$ cat config.mk
export PLATFORM = sky130hd
export DESIGN_NAME = eth_tx_pkt_sched
export DESIGN_NICKNAME = d
export VERILOG_FILES = /design/src/rtl/eth_tx_pkg.sv /design/src/rtl/eth_rr_arbiter.sv /design/src/rtl/eth_tx_pkt_sched.sv
export SDC_FILE = /design/constraint.sdc
export NUM_CORES = 1
export LEC_CHECK = 0
export ABC_AREA = 0
export CAP_MARGIN = 20
export CORE_MARGIN = 2
export CORE_UTILIZATION = 33
export DETAILED_ROUTE_END_ITERATION = 16
export MAX_ROUTING_LAYER = met4
export PLACE_DENSITY = 0.88
export SLEW_MARGIN = 20
export SYNTH_ARGS = -nofsm -noshare
export SYNTH_HDL_FRONTEND = slang
export SYNTH_SLANG_ARGS = --single-unit
$ cat constraint.sdc
create_clock -name clk -period 2.2 [get_ports clk]
set_input_delay 0.55 -clock clk [delete_from_list [all_inputs] [get_ports clk]]
set_output_delay 0.55 -clock clk [all_outputs]
set_load 0.02 [all_outputs]
$ cat src/rtl/eth_tx_pkg.sv
// rtl/eth_tx_pkg.sv - shared types, widths and round-robin pick for the 10GE TX packet scheduler
package eth_tx_pkg;

    localparam int DATA_W  = 64;
    localparam int MOD_W   = 3;
    localparam int MAX_SRC = 8;

    typedef enum logic {
        IDLE = 1'b0,
        XFER = 1'b1
    } sched_state_t;

    // Walks from the highest offset down so the last hit is the first requester at/after ptr.
    function automatic logic [MAX_SRC-1:0] rr_pick(input logic [MAX_SRC-1:0] req,
                                                   input logic [2:0]         ptr,
                                                   input int                 n);
        logic [MAX_SRC-1:0] gnt;
        int idx;
        gnt = '0;
        for (int k = MAX_SRC - 1; k >= 0; k--) begin
            if (k < n) begin
                idx = (int'(ptr) + k) % n;
                if (req[idx[2:0]]) begin
                    gnt = MAX_SRC'(1) << idx;
                end
            end
        end
        return gnt;
    endfunction

endpackage

$ cat src/rtl/eth_rr_arbiter.sv
// rtl/eth_rr_arbiter.sv - combinational one-hot round-robin grant from a request vector and pointer
module eth_rr_arbiter
    import eth_tx_pkg::*;
#(
    parameter int N  = 2,
    parameter int PW = $clog2(N)
) (
    input  logic [N-1:0]  req_i,
    input  logic [PW-1:0] ptr_i,
    output logic [N-1:0]  grant_o
);

    logic [MAX_SRC-1:0] req_ext;
    logic [MAX_SRC-1:0] gnt_ext;
    logic               unused_gnt_hi;

    always_comb begin
        req_ext          = '0;
        req_ext[N-1:0]   = req_i;
        gnt_ext          = rr_pick(req_ext, 3'(ptr_i), N);
        grant_o          = gnt_ext[N-1:0];
    end

    assign unused_gnt_hi = ^gnt_ext;

endmodule

$ cat src/rtl/eth_tx_pkt_sched.sv
// rtl/eth_tx_pkt_sched.sv - packet-granular round-robin scheduler feeding the 10GE MAC pkt_tx port
module eth_tx_pkt_sched
    import eth_tx_pkg::*;
#(
    parameter  int NUM_SRC = 2,
    localparam int IW      = $clog2(NUM_SRC)
) (
    input  logic                       clk,
    input  logic                       rst,
    input  logic                       cfg_en,
    input  logic [NUM_SRC-1:0]         src_val,
    input  logic [NUM_SRC-1:0]         src_sop,
    input  logic [NUM_SRC-1:0]         src_eop,
    input  logic [NUM_SRC*DATA_W-1:0]  src_data,
    input  logic [NUM_SRC*MOD_W-1:0]   src_mod,
    output logic [NUM_SRC-1:0]         src_rdy,
    output logic [DATA_W-1:0]          pkt_tx_data,
    output logic                       pkt_tx_val,
    output logic                       pkt_tx_sop,
    output logic                       pkt_tx_eop,
    output logic [MOD_W-1:0]           pkt_tx_mod,
    input  logic                       pkt_tx_full,
    output logic                       busy,
    output logic [IW-1:0]              grant_idx,
    output logic                       pkt_done,
    output logic                       err_frame
);

    sched_state_t      state_q, state_d;
    logic [IW-1:0]     ptr_q, ptr_d, gidx_q, gidx_d;
    logic              first_q, first_d;
    logic [DATA_W-1:0] data_q, data_d;
    logic              val_q, val_d, sop_q, sop_d, eop_q, eop_d;
    logic [MOD_W-1:0]  mod_q, mod_d;
    logic              done_q, done_d, err_q, err_d;

    logic [NUM_SRC-1:0] req, mis, mis_pick, arb_gnt;
    logic [IW-1:0]      arb_idx;
    logic [DATA_W-1:0]  g_data;
    logic [MOD_W-1:0]   g_mod;
    logic               g_val, g_sop, g_eop;

    assign req      = src_val & src_sop;
    assign mis      = src_val & ~src_sop;
    assign mis_pick = mis & (~mis + 1'b1);

    eth_rr_arbiter #(.N(NUM_SRC)) u_arb (
        .req_i   (req),
        .ptr_i   (ptr_q),
        .grant_o (arb_gnt)
    );

    always_comb begin
        arb_idx = '0;
        for (int i = 0; i < NUM_SRC; i++) begin
            if (arb_gnt[i]) begin
                arb_idx = IW'(i);
            end
        end
    end

    assign g_data = src_data[int'(gidx_q)*DATA_W +: DATA_W];
    assign g_mod  = src_mod[int'(gidx_q)*MOD_W +: MOD_W];
    assign g_val  = src_val[gidx_q];
    assign g_sop  = src_sop[gidx_q];
    assign g_eop  = src_eop[gidx_q];

    always_comb begin
        state_d = state_q;
        ptr_d   = ptr_q;
        gidx_d  = gidx_q;
        first_d = first_q;
        data_d  = '0;
        val_d   = 1'b0;
        sop_d   = 1'b0;
        eop_d   = 1'b0;
        mod_d   = '0;
        done_d  = 1'b0;
        err_d   = 1'b0;
        src_rdy = '0;
        case (state_q)
            IDLE: begin
                if (cfg_en) begin
                    if (|req) begin
                        gidx_d  = arb_idx;
                        first_d = 1'b1;
                        state_d = XFER;
                    end else if (|mis) begin
                        // Misframed words are discarded so a broken source cannot stall the port.
                        src_rdy = mis_pick;
                        err_d   = 1'b1;
                    end
                end
            end
            XFER: begin
                if (g_val && !pkt_tx_full) begin
                    src_rdy[gidx_q] = 1'b1;
                    val_d   = 1'b1;
                    data_d  = g_data;
                    sop_d   = first_q;
                    eop_d   = g_eop;
                    mod_d   = g_eop ? g_mod : '0;
                    err_d   = g_sop & ~first_q;
                    first_d = 1'b0;
                    if (g_eop) begin
                        done_d  = 1'b1;
                        ptr_d   = (int'(gidx_q) == NUM_SRC - 1) ? '0 : gidx_q + 1'b1;
                        state_d = IDLE;
                    end
                end
            end
            default: state_d = IDLE;
        endcase
        if (rst) begin
            src_rdy = '0;
        end
    end

    always_ff @(posedge clk) begin
        if (rst) begin
            state_q <= IDLE;
            ptr_q   <= '0;
            gidx_q  <= '0;
            first_q <= 1'b0;
            data_q  <= '0;
            val_q   <= 1'b0;
            sop_q   <= 1'b0;
            eop_q   <= 1'b0;
            mod_q   <= '0;
            done_q  <= 1'b0;
            err_q   <= 1'b0;
        end else begin
            state_q <= state_d;
            ptr_q   <= ptr_d;
            gidx_q  <= gidx_d;
            first_q <= first_d;
            data_q  <= data_d;
            val_q   <= val_d;
            sop_q   <= sop_d;
            eop_q   <= eop_d;
            mod_q   <= mod_d;
            done_q  <= done_d;
            err_q   <= err_d;
        end
    end

    assign pkt_tx_data = data_q;
    assign pkt_tx_val  = val_q;
    assign pkt_tx_sop  = sop_q;
    assign pkt_tx_eop  = eop_q;
    assign pkt_tx_mod  = mod_q;
    assign busy        = (state_q == XFER);
    assign grant_idx   = gidx_q;
    assign pkt_done    = done_q;
    assign err_frame   = err_q;

endmodule

== Word level (Yosys, flattened, before mapping) ==
Cells that the tools add are included.

* Bits in registers: 76
* Input port bits: 144

* $add $sub $neg: 3
* $mul: 1
* Order comparisons: 4
* Eq/ne operators: 3
* Shift operators: 4
* Muxes and demuxes: 38
* Bitwise gates (word level): 11
* Reductions and logical operators: 11

{| class="wikitable"
|+ Operator list
! operator !! number
|-
| indexed part select 128 x 8 -> 64 bit || 1
|-
| left shift 1 x 32 -> 2 bit, first input constant || 1
|-
| 2-to-1 mux 1 bit || 25
|-
| 2-to-1 mux 2 bit || 7
|-
| AND reduction 3 bit || 3
|-
| AND 2 bit || 3
|-
| case mux 1 bit (2 select lines) || 3
|-
| OR reduction 2 bit || 3
|-
| indexed part select 6 x 4 -> 3 bit || 1
|-
| less-than comparator 1 x 4 -> 1 bit, second input constant || 1
|-
| less-than comparator 3 x 4 -> 1 bit, second input constant || 1
|-
| != test 2 bit, second input constant || 2
|-
| NOT 1 bit || 4
|-
| NOT 2 bit || 2
|-
| case mux 2 bit (2 select lines) || 1
|-
| OR reduction 4 bit || 1
|-
| multiplier 1 x 2 -> 3 bit, second input constant || 1
|-
| OR reduction 3 bit || 1
|-
| adder 1 bit, second input constant || 2
|-
| adder 2 x 1 -> 2 bit, second input constant || 1
|-
| binary-select mux 1 bit (select 2 bit) || 1
|-
| logical AND 1 bit || 2
|-
| less-than comparator 1 x 2 -> 1 bit, second input constant || 1
|-
| != test 2 x 1 -> 1 bit, second input constant || 1
|-
| 6 further kinds || 6
|}

== Longest topological paths before layout ==
Gate-level depths: netlist (run 1).

* Word-level depth: 10
* Gate-level depth with buffers: 6
* Depth with buffers taken out: 4

== Modules after synthesis ==
From an unflattened synthesis (run 1), not the netlist that was laid out.

* Cell total of the unflattened synthesis: 265
* Area total of the unflattened synthesis: 2767.7 sq um

{| class="wikitable"
|+ Modules (own cells, without submodules)
! module !! times used !! cells each !! area an instance (sq um) !! sequential area each (sq um)
|-
| eth_tx_pkt_sched || 1 || 262 || 2748.9 || 1501.4
|-
| eth_rr_arbiter || 1 || 3 || 18.8 || 0.0
|}

== Least setup slack after synthesis (run 1) ==
Ideal clock, no wire load.

* Kind: in2out
* From: input rst
* To: output src_rdy[1]
* Arrival time: 1494 ps
* Required time: 1650 ps
* Slack: 156 ps
* Stages on the path: 5
* Buffers on the path: 1
* Cell sequence: buf_1 nand2b_1 or3_1 inv_1 a22o_1

* Word-level cells in the longest chain between the ends: 1

{| class="wikitable"
|+ Ends and longest elaborated chain
! item !! line !! RTL
|-
| start: declaration || eth_tx_pkt_sched.sv:9 || <nowiki>input logic rst,</nowiki>
|-
| 2-to-1 mux 2 bit || eth_tx_pkt_sched.sv:114 || <nowiki>if (rst) begin</nowiki>
|-
| end: declaration || eth_tx_pkt_sched.sv:16 || <nowiki>output logic [NUM_SRC-1:0] src_rdy,</nowiki>
|}

No other way between the ends.

== Worst setup path after layout (run 1) ==
* From: input src_val[1]
* To: output src_rdy[1]

* Word-level cells in the longest chain between the ends: 9
* Elaborated cells between the ends (all ways): 16
* Those cells by class: add/sub (1); mux (8); bitwise (4); reduce/logical (3)

{| class="wikitable"
|+ Ends and longest elaborated chain
! item !! line !! RTL
|-
| start: declaration || eth_tx_pkt_sched.sv:11 || <nowiki>input logic [NUM_SRC-1:0] src_val,</nowiki>
|-
| AND 2 bit || eth_tx_pkt_sched.sv:44 || <nowiki>assign mis = src_val & ~src_sop;</nowiki>
|-
| NOT 2 bit || eth_tx_pkt_sched.sv:45 || <nowiki>assign mis_pick = mis & (~mis + 1'b1);</nowiki>
|-
| adder 2 x 1 -> 2 bit || eth_tx_pkt_sched.sv:45 ||
|-
| AND 2 bit || eth_tx_pkt_sched.sv:45 ||
|-
| 2-to-1 mux 2 bit || eth_tx_pkt_sched.sv:88 || <nowiki>end else if (|mis) begin</nowiki>
|-
| 2-to-1 mux 2 bit || eth_tx_pkt_sched.sv:84 || <nowiki>if (|req) begin</nowiki>
|-
| 2-to-1 mux 2 bit || eth_tx_pkt_sched.sv:83 || <nowiki>if (cfg_en) begin</nowiki>
|-
| case mux 2 bit (2 select lines) * || eth_tx_pkt_sched.sv:81 || <nowiki>case (state_q)</nowiki>
|-
| 2-to-1 mux 2 bit * || eth_tx_pkt_sched.sv:114 ||
|}

Mark *: on every way between the ends. The rest lies on a longest branch, timed or not. The select of a mux whose other input is x is not followed.

==> impl_metrics.prom, run 1 <==
# TYPE chip_impl_metric gauge
chip_impl_metric{name="final-hold-violation-count",unit=""} 0
chip_impl_metric{name="cts_inserted_buffers",unit=""} 9
chip_impl_metric{name="report.final.slew_viol_count",unit=""} 0
chip_impl_info{name="cp-start-kind",value="primary input"} 1
chip_impl_info{name="holdPathEnd",value="pkt_tx_sop"} 1
chip_impl_metric{name="crit_path_max_fanout",unit=""} 3
chip_impl_metric{name="place.detailed.instances",unit=""} 583
chip_impl_metric{name="final_std_cell_area_no_fill",unit="sq um"} 5400
chip_impl_metric{name="drive_above_1_share",unit="%"} 9.48
chip_impl_metric{name="grt.overflow.total",unit=""} 0
chip_impl_info{name="cp-end-kind",value="output port"} 1
chip_impl_metric{name="maximum_number_of_pins_on_one_net_before_global_route_repair",unit=""} 65
chip_impl_metric{name="cts-root-to-sink-buffers",unit=""} 2
chip_impl_metric{name="clock_skew",unit="ns"} 0.00888
chip_impl_metric{name="max_freq",unit="MHz"} 464
chip_impl_metric{name="globalplace.congestion",unit=""} 0.863
chip_impl_metric{name="floorplan.die.height",unit="um"} 95.1
chip_impl_metric{name="yosys_synthesis_warning_count",unit=""} 0
chip_impl_metric{name="buffer_ports.inserted",unit=""} 219
chip_impl_metric{name="syn2layout_area_growth",unit="%"} 96.9
chip_impl_metric{name="synth_sequential_area_ratio",unit="%"} 54.8
chip_impl_info{name="clockRootBuffer",value="clkbuf_8"} 1
chip_impl_info{name="timing.rr.start",value="grant_idx"} 1
chip_impl_metric{name="routed-via-count",unit=""} 2766
chip_impl_metric{name="grt_antenna_before_repair",unit=""} 0
chip_impl_metric{name="timing.reg2reg.setup_slack",unit="ns"} 0.56
chip_impl_metric{name="antennaDiodeCount",unit=""} 0
chip_impl_info{name="status",value="finished, final reports clean"} 1
chip_impl_metric{name="first_pass_iters",unit=""} 4
chip_impl_metric{name="final.period_utilization",unit="%"} 98.0
chip_impl_metric{name="max-slew-margin-rel",unit="%"} 54.2
chip_impl_metric{name="synth_area_per_cell",unit="sq um"} 10.5
chip_impl_metric{name="yosys.cell_types.count",unit=""} 27
chip_impl_metric{name="clk_transition_reported_paths",unit="ns"} 0.08
chip_impl_metric{name="timing.hold.ws",unit="ns"} 0.508
chip_impl_metric{name="detail_route.wirelength",unit="um"} 9030
chip_impl_metric{name="design.portCount",unit=""} 220
chip_impl_info{name="critPathKind",value="primary input to output port"} 1
chip_impl_metric{name="vias_per_cell",unit=""} 4.60
chip_impl_metric{name="syn_nets",unit=""} 405
chip_impl_metric{name="initialDrtViolationCount",unit=""} 51
chip_impl_metric{name="drc",unit=""} 0
chip_impl_info{name="worst_r2r_endpoint",value="pkt_tx_data[46]"} 1
chip_impl_metric{name="groute.usage.overall",unit="%"} 19.8
chip_impl_metric{name="grt_pass1_vias",unit=""} 2744
chip_impl_metric{name="worst_ep_arrival_time",unit="ns"} 1.61
chip_impl_metric{name="cts.htree.levels",unit=""} 3
chip_impl_metric{name="grt_first_pass_wirelength",unit="um"} 13300
chip_impl_metric{name="floorplan.die.width",unit="um"} 95.1
chip_impl_metric{name="pwr_total",unit="mW"} 3.07
chip_impl_info{name="most-common-layout-cells",value="clkdlybuf4s50_1 (211), dfxtp_1 (74), mux2i_1 (68), nor2_1 (67), buf_4 (16)"} 1
chip_impl_metric{name="postSynthCellCount",unit=""} 261
chip_impl_metric{name="synth.ff_latch_count",unit=""} 75
chip_impl_metric{name="cts.sink_count",unit=""} 75
chip_impl_metric{name="required_time_at_the_worst_slack_endpoint",unit="ns"} 1.65
chip_impl_info{name="tritoncts",value="done"} 1
chip_impl_metric{name="starting_density_of_the_core",unit="%"} 33.7
chip_impl_metric{name="clock_insertion_delay_worst_skew",unit="ns"} 0.33
chip_impl_metric{name="vdd_drop_max",unit="mV"} 0.322
chip_impl_metric{name="synth_area",unit="sq um"} 2740
chip_impl_metric{name="worstMarginPinSlew",unit="ns"} 0.688
chip_impl_metric{name="layoutNonFillerInstCount",unit=""} 601
chip_impl_info{name="critPathLaunch",value="src_val[1]"} 1
chip_impl_metric{name="leakage_power_summed_over_all_cells",unit="nW"} 1.99
chip_impl_metric{name="core-area",unit="sq um"} 8130
chip_impl_metric{name="postCtsHoldBufs",unit=""} 0
chip_impl_metric{name="avgRoutedWirePerCell",unit="um"} 15.0
chip_impl_metric{name="power.density_cell_area",unit="nW/um^2"} 570
chip_impl_info{name="cell_type_of_the_slowest_stage_on_the_worst_timing_path",value="or3_4"} 1
chip_impl_metric{name="fin_nets",unit=""} 635
chip_impl_metric{name="floorplan.rows",unit=""} 33
chip_impl_info{name="unrepaired_setup_endpoints_after_global_routing",value="no"} 1
chip_impl_info{name="timing.hold.worst.start",value="first_q"} 1
chip_impl_metric{name="dp_hpwl",unit="um"} 7130
chip_impl_metric{name="final_period_minus_worst_setup_slack",unit="ns"} 2.16
chip_impl_metric{name="max_stage_delay",unit="ns"} 0.38
chip_impl_metric{name="filler_cell_count",unit=""} 646
chip_impl_metric{name="detailed_place.area",unit="sq um"} 5100
chip_impl_metric{name="drv_cap",unit=""} 0
chip_impl_info{name="most_common_cell_after_layout_fill_and_taps_aside",value="clkdlybuf4s50_1"} 1
chip_impl_metric{name="worst_hold_path.num_cells",unit=""} 1
chip_impl_info{name="hold_path.class",value="flop to flop"} 1
chip_impl_metric{name="r2r_cells",unit=""} 4
chip_impl_metric{name="post_route_antenna_net_violation_count",unit=""} 0
chip_impl_metric{name="dieArea",unit="sq um"} 9050
chip_impl_info{name="critical_path.cell_chain",value="clkdlybuf4s15_1, mux2i_4, or3_4, inv_2, a22o_1, buf_6"} 1
chip_impl_metric{name="final_setup_fails",unit=""} 0
-- cell usage after synthesis --
master | instances | area (sq um)
a211o_1 | 1 | 8.76
a21bo_2 | 1 | 10.0
a21o_1 | 1 | 7.51
a21oi_1 | 5 | 25.0
a22o_1 | 1 | 8.76
a31oi_1 | 1 | 6.26
buf_1 | 2 | 7.51
buf_2 | 12 | 60.1
buf_4 | 1 | 7.51
clkbuf_1 | 2 | 7.51
dfxtp_1 | 75 | 1500
inv_1 | 2 | 7.51
mux2i_1 | 69 | 691
nand2_1 | 2 | 7.51
nand2b_1 | 3 | 18.8
nand3_1 | 1 | 5.00
nand3b_1 | 1 | 7.51
nand4b_1 | 1 | 8.76
nor2_1 | 67 | 251
nor2b_1 | 1 | 6.26
nor4b_1 | 2 | 17.5
o2111ai_1 | 2 | 17.5
o21ai_0 | 3 | 15.0
o22ai_1 | 1 | 6.26
or3_1 | 2 | 12.5
or4_1 | 1 | 7.51
or4b_1 | 1 | 10.0
-- logic make-up after synthesis --
family	synth area share (%)
AOI/OAI and AO/OA	3.84
DFF	54.8
and+or+nand+nor	12.9
buffers and inverters	3.29
muxes	25.2
-- sequential cells by signal, summed over array words and instances (netlist names) --
| name | count |
|---|---|
| pkt_tx_sop | 1 |
| pkt_tx_data | 64 |
| grant_idx | 1 |
| err_frame | 1 |
| busy | 1 |
| pkt_tx_eop | 1 |
| ptr_q | 1 |
| first_q | 1 |
| pkt_tx_val | 1 |
| pkt_tx_mod | 3 |
-- power by group --
part | internal [mW] | switching, mW
Combinational | 0.344 | 0.168
Clock | 0.671 | 0.506
Sequential | 1.38 | 0.00970
-- per-stage QoR --
step                      setup TNS [ns]  setup slack [ns]  utilization (%)
after floorplan                        0             0.156                -
after global placement             -1.43            -0.729             62.7
after detailed placement           -3.22            -0.770             62.7
after CTS                              0           0.00199             66.1
after global routing                   0            0.0164             66.3
final                                  0            0.0446             66.3
-- how the worst max path moves through the flow --
stage	slack, ns	to
after floorplan	0.16	src_rdy[1]
after detailed placement	-0.77	src_rdy[0]
after global placement	-0.73	src_rdy[1]
after CTS	0.002	src_rdy[0]
final	0.04	src_rdy[1]
after global routing	0.02	src_rdy[0]
-- per-layer routing --
layer	GRT usage [%]	routed length, um	vias up
li1	-	-	1339
met1	20.4	3150	1267
met2	36.2	5020	140
met3	3.95	652	20
met4	8.45	211	0
met5	-	0	-
-- layout make-up --
class / count / area [sq um] / area share (%)
clock buffers: 10 / 138 / 2.55
clock inverters: 6 / 87.6 / 1.62
inverters: 2 / 7.51 / 0.139
multi-input cells: 167 / 1200 / 22.3
flip-flops and latches: 75 / 1510 / 27.9
well taps: 105 / 131 / 2.43
repair buffers: 236 / 2320 / 43.1
-- worst max-delay path, delay by kind of cell --
kind / cells / cell delay [ns]
AO/OA/AOI/OAI: 1 / 0.13
buffers and inverters: 3 / 0.43
multiplexers: 1 / 0.11
AND/OR/NAND/NOR: 1 / 0.38
-- timing repair --
item | in CTS | in global routing
resized for setup | 29 | 5
endpoints found under the setup margin | 3 | 1
buffers inserted | 1 | 2
pin swaps | 1 | 2
Note: power is estimated with default switching activity, not from simulation.
==> inputs of run 2 (changes only) <==
RECOVER_POWER = 50   (was unset)
==> run 2 against run 1 <==
  * Sequential power is essentially flat
  * Via count is 0.33% higher
  * Worst setup slack improved by 0.0068 ns
  * Count of clock-buffer cells in the layout did not move
  * Cell count unchanged
  * Die area unchanged
  * Non-clock buffer count unchanged
  * Clock power barely moved
  * Fmax rose by 0.32%
  * Combinational power barely moved
  * Wire length up 0.42%
  * Critical path depth is 1 lower
  * Largest power group unchanged
==> impl_metrics.prom, run 2 (synthesized netlist as in run 1, its figures left out) <==
# TYPE chip_impl_metric gauge
chip_impl_info{name="cp-start-kind",value="primary input"} 1
chip_impl_metric{name="final_setup_fails",unit=""} 0
chip_impl_metric{name="leakage_power_summed_over_all_cells",unit="nW"} 1.98
chip_impl_metric{name="final_period_minus_worst_setup_slack",unit="ns"} 2.15
chip_impl_metric{name="final-hold-violation-count",unit=""} 0
chip_impl_metric{name="first_pass_iters",unit=""} 4
chip_impl_metric{name="routed-via-count",unit=""} 2775
chip_impl_metric{name="cts.htree.levels",unit=""} 3
chip_impl_metric{name="post_route_antenna_net_violation_count",unit=""} 0
chip_impl_info{name="clockRootBuffer",value="clkbuf_8"} 1
chip_impl_info{name="holdPathEnd",value="pkt_tx_sop"} 1
chip_impl_metric{name="drive_above_1_share",unit="%"} 9.27
chip_impl_metric{name="worst_ep_arrival_time",unit="ns"} 1.60
chip_impl_metric{name="worstMarginPinSlew",unit="ns"} 0.717
chip_impl_metric{name="floorplan.die.width",unit="um"} 95.1
chip_impl_info{name="timing.rr.start",value="grant_idx"} 1
chip_impl_metric{name="max_freq",unit="MHz"} 465
chip_impl_info{name="status",value="finished, final reports clean"} 1
chip_impl_metric{name="worst_hold_path.num_cells",unit=""} 1
chip_impl_metric{name="power.density_cell_area",unit="nW/um^2"} 570
chip_impl_metric{name="cts.sink_count",unit=""} 75
chip_impl_metric{name="final_sum_of_negative_setup_slack",unit="ns"} 0
chip_impl_info{name="critPathKind",value="primary input to output port"} 1
chip_impl_metric{name="cts_inserted_buffers",unit=""} 9
chip_impl_metric{name="fin_nets",unit=""} 635
chip_impl_metric{name="globalplace.congestion",unit=""} 0.863
chip_impl_metric{name="design.portCount",unit=""} 220
chip_impl_metric{name="clock_insertion_delay_worst_skew",unit="ns"} 0.33
chip_impl_metric{name="dieArea",unit="sq um"} 9050
chip_impl_metric{name="grt_pass1_vias",unit=""} 2744
chip_impl_info{name="tritoncts",value="done"} 1
chip_impl_metric{name="drv_cap",unit=""} 0
chip_impl_metric{name="detail_route.wirelength",unit="um"} 9070
chip_impl_metric{name="maximum_number_of_pins_on_one_net_before_global_route_repair",unit=""} 65
chip_impl_info{name="worst_r2r_endpoint",value="pkt_tx_data[46]"} 1
chip_impl_metric{name="drc",unit=""} 0
chip_impl_metric{name="required_time_at_the_worst_slack_endpoint",unit="ns"} 1.65
chip_impl_metric{name="syn2layout_area_growth",unit="%"} 96.8
chip_impl_metric{name="pwr_total",unit="mW"} 3.07
chip_impl_metric{name="timing.reg2reg.setup_slack",unit="ns"} 0.46
chip_impl_metric{name="vdd_drop_max",unit="mV"} 0.322
chip_impl_metric{name="grt_antenna_before_repair",unit=""} 0
chip_impl_metric{name="floorplan.die.height",unit="um"} 95.1
chip_impl_metric{name="crit_path_max_fanout",unit=""} 3
chip_impl_metric{name="starting_density_of_the_core",unit="%"} 33.7
chip_impl_metric{name="number_of_flip_flops_under_the_largest_register_name",unit=""} 64
chip_impl_metric{name="report.final.slew_viol_count",unit=""} 0
chip_impl_metric{name="grt_first_pass_wirelength",unit="um"} 13300
chip_impl_metric{name="vias_per_cell",unit=""} 4.62
chip_impl_metric{name="antennaDiodeCount",unit=""} 0
chip_impl_metric{name="final.period_utilization",unit="%"} 97.7
chip_impl_info{name="hold_path.class",value="flop to flop"} 1
chip_impl_info{name="timing.hold.worst.start",value="first_q"} 1
chip_impl_metric{name="clock_skew",unit="ns"} 0.00890
chip_impl_metric{name="clk_transition_reported_paths",unit="ns"} 0.08
chip_impl_metric{name="dp_hpwl",unit="um"} 7130
chip_impl_metric{name="avgRoutedWirePerCell",unit="um"} 15.1
chip_impl_metric{name="buffer_ports.inserted",unit=""} 219
chip_impl_info{name="most-common-layout-cells",value="clkdlybuf4s50_1 (211), dfxtp_1 (74), mux2i_1 (68), nor2_1 (67), buf_4 (14)"} 1
chip_impl_info{name="cp-end-kind",value="output port"} 1
chip_impl_metric{name="floorplan.rows",unit=""} 33
chip_impl_metric{name="cts-root-to-sink-buffers",unit=""} 2
chip_impl_metric{name="r2r_cells",unit=""} 4
chip_impl_metric{name="grt.overflow.total",unit=""} 0
chip_impl_info{name="most_common_cell_after_layout_fill_and_taps_aside",value="clkdlybuf4s50_1"} 1
chip_impl_metric{name="max-slew-margin-rel",unit="%"} 52.2
chip_impl_metric{name="postCtsHoldBufs",unit=""} 0
chip_impl_metric{name="initialDrtViolationCount",unit=""} 51
chip_impl_metric{name="groute.usage.overall",unit="%"} 19.8
chip_impl_info{name="unrepaired_setup_endpoints_after_global_routing",value="no"} 1
chip_impl_metric{name="core-area",unit="sq um"} 8130
-- run 2: changes by cell type in the layout (fill, tap and decap cells not counted), sizes merged --
| cell | change |
|---|---|
| clkbuf | +2 |
| buf | -2 |
-- run 2: layout make-up --
class / instances / area (sq um)
well taps: 105 / 131
flip-flops and latches: 75 / 1510
clock buffers: 10 / 138
inverters: 2 / 7.51
multi-input cells: 167 / 1200
fillers: 645 / 2740
repair buffers: 236 / 2320
clock inverters: 6 / 87.6
-- run 2: worst max-delay path: stages --
cell	delay, ns
clkdlybuf4s50_1	0.47
nand2_1	0.13
nand4b_1	0.13
a21oi_2	0.18
buf_6	0.14
-- run 2: worst max-delay path by stage --
stage | start | to | cells past startpoint
finish | src_sop[1] | src_rdy[0] | 5
global route | src_sop[1] | src_rdy[0] | 5
CTS | src_val[0] | src_rdy[0] | 6
detailed placement | src_val[0] | src_rdy[0] | 6
global placement | src_val[1] | src_rdy[1] | 6
floorplan | rst | src_rdy[1] | 5
-- run 2: through the flow --
step	setup slack [ns]	instance area, sq um	hold WS [ns]	util [%]	std cells
floorplan	0.156	2740	0.457	-	261
global placement	-0.729	5100	0.477	62.7	583
detailed placement	-0.770	5100	0.498	62.7	583
CTS	0.00199	5380	0.514	66.1	600
global route	0.0164	5390	0.526	66.3	601
finish	0.0514	5390	0.509	66.3	601
-- run 2: what timing repair did --
item | in CTS | in global routing
resized for setup | 29 | 5
setup endpoints to repair | 3 | 1
setup buffers | 1 | 2
pin swaps | 1 | 2
-- run 2: per-layer routing --
layer  GRT usage [%]  up-vias  wire length, um
met5               -        -                0
met4            8.45        0              263
met3            3.95       25              674
met2            36.2      142             4970
met1            20.4     1267             3160
li1                -     1341                -
-- run 2: report_power, final --
group | switching, mW | internal, mW | leakage, nW
Sequential | 0.00980 | 1.38 | 0.606
Combinational | 0.168 | 0.343 | 1.27
Clock | 0.506 | 0.671 | 0.113
Total | 0.684 | 2.39 | 1.98
==> edit 1: new RTL, settings of run 1 <==
`data_q` no longer has a reset.
--- a/src/rtl/eth_tx_pkt_sched.sv
+++ b/src/rtl/eth_tx_pkt_sched.sv
@@ -123,5 +123,4 @@
             gidx_q  <= '0;
             first_q <= 1'b0;
-            data_q  <= '0;
             val_q   <= 1'b0;
             sop_q   <= 1'b0;
@@ -135,5 +134,4 @@
             gidx_q  <= gidx_d;
             first_q <= first_d;
-            data_q  <= data_d;
             val_q   <= val_d;
             sop_q   <= sop_d;
@@ -143,4 +141,8 @@
             err_q   <= err_d;
         end
+    end
+
+    always_ff @(posedge clk) begin
+        data_q <= data_d;
     end
 
Behaviour: differs if rst is asserted again (counterexample within 4 cycles, from zero or initial values and one cycle with rst high); with rst held inactive, the same outputs for 4 cycles.
==> edit 1 against run 1 <==
Count of clock-buffer cells in the layout is 1 higher; sequential cell count stayed put; power is 0.63% lower; first-iteration DRC count is 49% higher; synthesized area is 9.1% lower; largest power group unchanged; setup slack better by 14 ps; synthesized cell count is 22% lower; cell area is 6.5% lower; routed wire length is 3.0% lower.
==> edit 1: results (changes against run 1) <==
{| class="wikitable"
! Metric !! Value
|-
| Final hold slack || 492.3 ps (was 508.2 ps)
|-
| Met3 WL || 838 um (was 652 um)
|-
| Post-placement cell count || 518 (was 583)
|-
| Worst setup slack before clock tree synthesis || -473.6 ps (was -769.9 ps)
|-
| Drt wl/cell || 16.41 um (was 15.03 um)
|-
| Share of post-route cells with drive strength above 1 || 8.966% (was 9.476%)
|-
| Total nets after synthesis || 348 (was 405)
|-
| DR iter-0 viols || 76 (was 51)
|-
| Internal || 2.409 mW (was 2.391 mW)
|-
| Top Metal Used || met4 (unchanged)
|-
| Gate count of the mapped netlist || 204 (was 261)
|-
| Met2 track utilization from global routing || 41.11% (was 36.21%)
|-
| # fillers || 542 (was 646)
|-
| Logic pwr share || 14.8% (was 16.7%)
|-
| Overall power of the completed layout || 3.055 mW (was 3.074 mW)
|-
| Post-Place Cell Area || 4786 sq um (was 5099 sq um)
|-
| Synth top cells by count || 75 x dfxtp_1, 65 x a22o_1, 7 x buf_2 (was 75 x dfxtp_1, 69 x mux2i_1, 67 x nor2_1)
|-
| Final layout net count || 574 (was 635)
|-
| Run status || completed (unchanged)
|-
| Final worst clock skew || 7.920 ps (was 8.881 ps)
|-
| Worst ir drop on vdd || 0.0002846 V (was 0.0003219 V)
|-
| PostCTS Resize Cnt || 13 (was 29)
|-
| Number of standard cells in the layout, taps in and fillers out || 534 (was 601)
|-
| Routed length on met1 || 2939 um (was 3147 um)
|-
| Half-perimeter wire length after detailed placement || 6912 um (was 7131 um)
|-
| Worst path arrival time || 1590 ps (was 1610 ps)
|-
| Global-route wire length before repair || 13520 um (was 13270 um)
|-
| Capture point of the worst path || grant_idx (was src_rdy[1])
|-
| Clock Power Share || 39.4% (was 38.3%)
|-
| Cell leakage power || 1.959 nW (was 1.988 nW)
|-
| Largest cells by area after synthesis || dfxtp_1 60%, a22o_1 23%, buf_6 2.7%, mux2i_1 2.0%, buf_2 1.4% (was dfxtp_1 55%, mux2i_1 25%, nor2_1 9.2%, buf_2 2.2%, a21oi_1 0.91%)
|-
| Sequential area share after synthesis || 60.27% (was 54.79%)
|-
| Postcts setup bufs || 0 (was 1)
|-
| Global Route met3 Usage || 8.097% (was 3.953%)
|-
| Count of unique library cells instantiated by Yosys || 29 (was 27)
|-
| GPL Wtd Cong || 0.9373 (was 0.8628)
|-
| Worst-case headroom to the max-slew limit || 53.82% (was 54.16%)
|}
edit 1: final cells by class:
cell class | count | area [sq um] | area share [%]
Timing Repair Buffer | 234 | 2308 | 45.75
Sequential cell | 75 | 1503 | 29.78
Multi-Input combinational cell | 107 | 865.8 | 17.16
Clock buffer | 11 | 151.4 | 3.000
Tap cell | 99 | 123.9 | 2.455
Clock inverter | 5 | 82.58 | 1.636
Inverter | 3 | 11.26 | 0.2232
edit 1: worst max-delay path, stage by stage, from the launching register on:
cell	delay, ps
dfxtp_1	430
buf_4	210
clkdlybuf4s50_1	620
edit 1: cells by family (layout without fill, tap and decap cells):
kind of cell / count (synthesis) / count (layout) / synth area share, %
AO/OA/AOI/OAI: 78 / 78 / 26.22
buffers and inverters: 22 / 253 / 6.127
flip-flops: 75 / 75 / 60.27
multiplexers: 5 / 5 / 2.009
AND/OR/NAND/NOR: 24 / 24 / 5.375
==> edit 2: new RTL, flow settings as in run 1 <==
Made on the original files. The parameter `NUM_SRC` goes from 2 to 4.
--- a/src/rtl/eth_tx_pkt_sched.sv
+++ b/src/rtl/eth_tx_pkt_sched.sv
@@ -3,5 +3,5 @@
     import eth_tx_pkg::*;
 #(
-    parameter  int NUM_SRC = 2,
+    parameter  int NUM_SRC = 4,
     localparam int IW      = $clog2(NUM_SRC)
 ) (
Ports: changed (7 resized); port bits go from 220 to 363. The function was not compared with the original's and may differ.
==> edit 2 against run 1 <==
First-iteration DRC count increased to 4.9 times the old value; routed wire length grew 110%; largest power group is now the clock network; synthesized area is 58% higher; sequential cell count grew 2; power up 48%; the flow now finishes with violations (setup timing); highest routed layer unchanged; fmax down 10%; cell area rose by 63%; setup slack lost 250 ps.
==> edit 2: results (changes against run 1) <==
{| class="wikitable"
! Metric !! Value
|-
| Run status || complete, but fails checks (was completed)
|-
| Violated checks || setup timing
|-
| Gate count of the mapped netlist || 330 (was 261)
|-
| Startpoint of the worst register-to-register path || ptr_q[0] (was grant_idx)
|-
| Routed length on met2 || 9982 um (was 5021 um)
|-
| Crit path from || src_val[2] (was src_val[1])
|-
| Largest cells by area after synthesis || mux4_2 37%, dfxtp_1 36%, nor2b_1 10%, ha_1 3.2%, mux4_1 2.4% (was dfxtp_1 55%, mux2i_1 25%, nor2_1 9.2%, buf_2 2.2%, a21oi_1 0.91%)
|-
| Clock transition at the registers of the reported paths || 60 ps (was 80 ps)
|-
| Count of unique library cells instantiated by Yosys || 37 (was 27)
|-
| Worst slew pin tran || 529.2 ps (was 687.6 ps)
|-
| Delay of the slowest critical-path stage || 500 ps (was 380 ps)
|-
| Global-route wire length before repair || 28320 um (was 13270 um)
|-
| Sequential area share after synthesis || 35.50% (was 54.79%)
|-
| Final layout net count || 1010 (was 635)
|-
| Root Buffer Master || clkbuf_16 (was clkbuf_8)
|-
| Total nets after synthesis || 625 (was 405)
|-
| Final worst clock skew || 8.296 ps (was 8.881 ps)
|-
| Largest fanout on the critical path || 5 (was 3)
|-
| Worst ir drop on vdd || 0.0003612 V (was 0.0003219 V)
|-
| Register-to-register setup slack || 110 ps (was 560 ps)
|-
| Routed length on met1 || 6700 um (was 3147 um)
|-
| Largest net degree at the start of global routing || 66 (was 65)
|-
| Worst R2R End || grant_idx[1] (was pkt_tx_data[46])
|-
| Standard cell with the maximum stage delay on the critical path || mux4_2 (was or3_4)
|-
| Family with the most delay on the worst path || multiplexers (was buffers and inverters)
|-
| Sequential standard cell area || 1551 sq um (was 1505 sq um)
|-
| DR iter-0 viols || 251 (was 51)
|-
| Half-perimeter wire length after detailed placement || 15470 um (was 7131 um)
|-
| Global Route met3 Usage || 6.515% (was 3.953%)
|-
| Postcts setup bufs || 3 (was 1)
|-
| Final setup vio count || 5 (was 0)
|-
| Post-placement cell count || 872 (was 583)
|-
| Synth top cells by count || 77 x dfxtp_1, 71 x mux4_2, 70 x nor2b_1 (was 75 x dfxtp_1, 69 x mux2i_1, 67 x nor2_1)
|-
| Fin worst setup slack || -205.3 ps (was 44.58 ps)
|}
==> edit 2: cell count changes after synthesis, moves of 7 or more <==
cell             run 1  this run
mux4_2               0        71
mux2i_1             69         0
nor2b_1              1        70
nor2_1              67         3
clkbuf_1             2        15
nand2_1              2        14
ha_1                 0        11
buf_2               12         5
==> edit 2: cell families (layout without fill, tap and decap cells) <==
kind of cell	Yosys count	in the layout	share of synthesized area, %
mux	75	75	39.25
compound gates	23	23	3.890
buf+inv	34	424	3.170
fa+ha+maj	11	11	3.170
simple gates	110	110	15.01
flops	77	77	35.50
==> edit 2: cell type report <==
| type | count | area share [%] |
|---|---|---|
| well taps | 172 | 2.445 |
| flip-flops and latches | 77 | 17.62 |
| multi-input cells | 219 | 31.28 |
| inverters | 9 | 0.4122 |
| repair buffers | 399 | 44.68 |
| clock inverters | 2 | 0.4406 |
| clock buffers | 14 | 3.113 |
==> edit 2: report_power, final <==
part           internal [mW]  switching (mW)
sequential              1.43          0.0168
clock                  0.977           0.596
combinational           1.04           0.496
total                   3.45            1.11
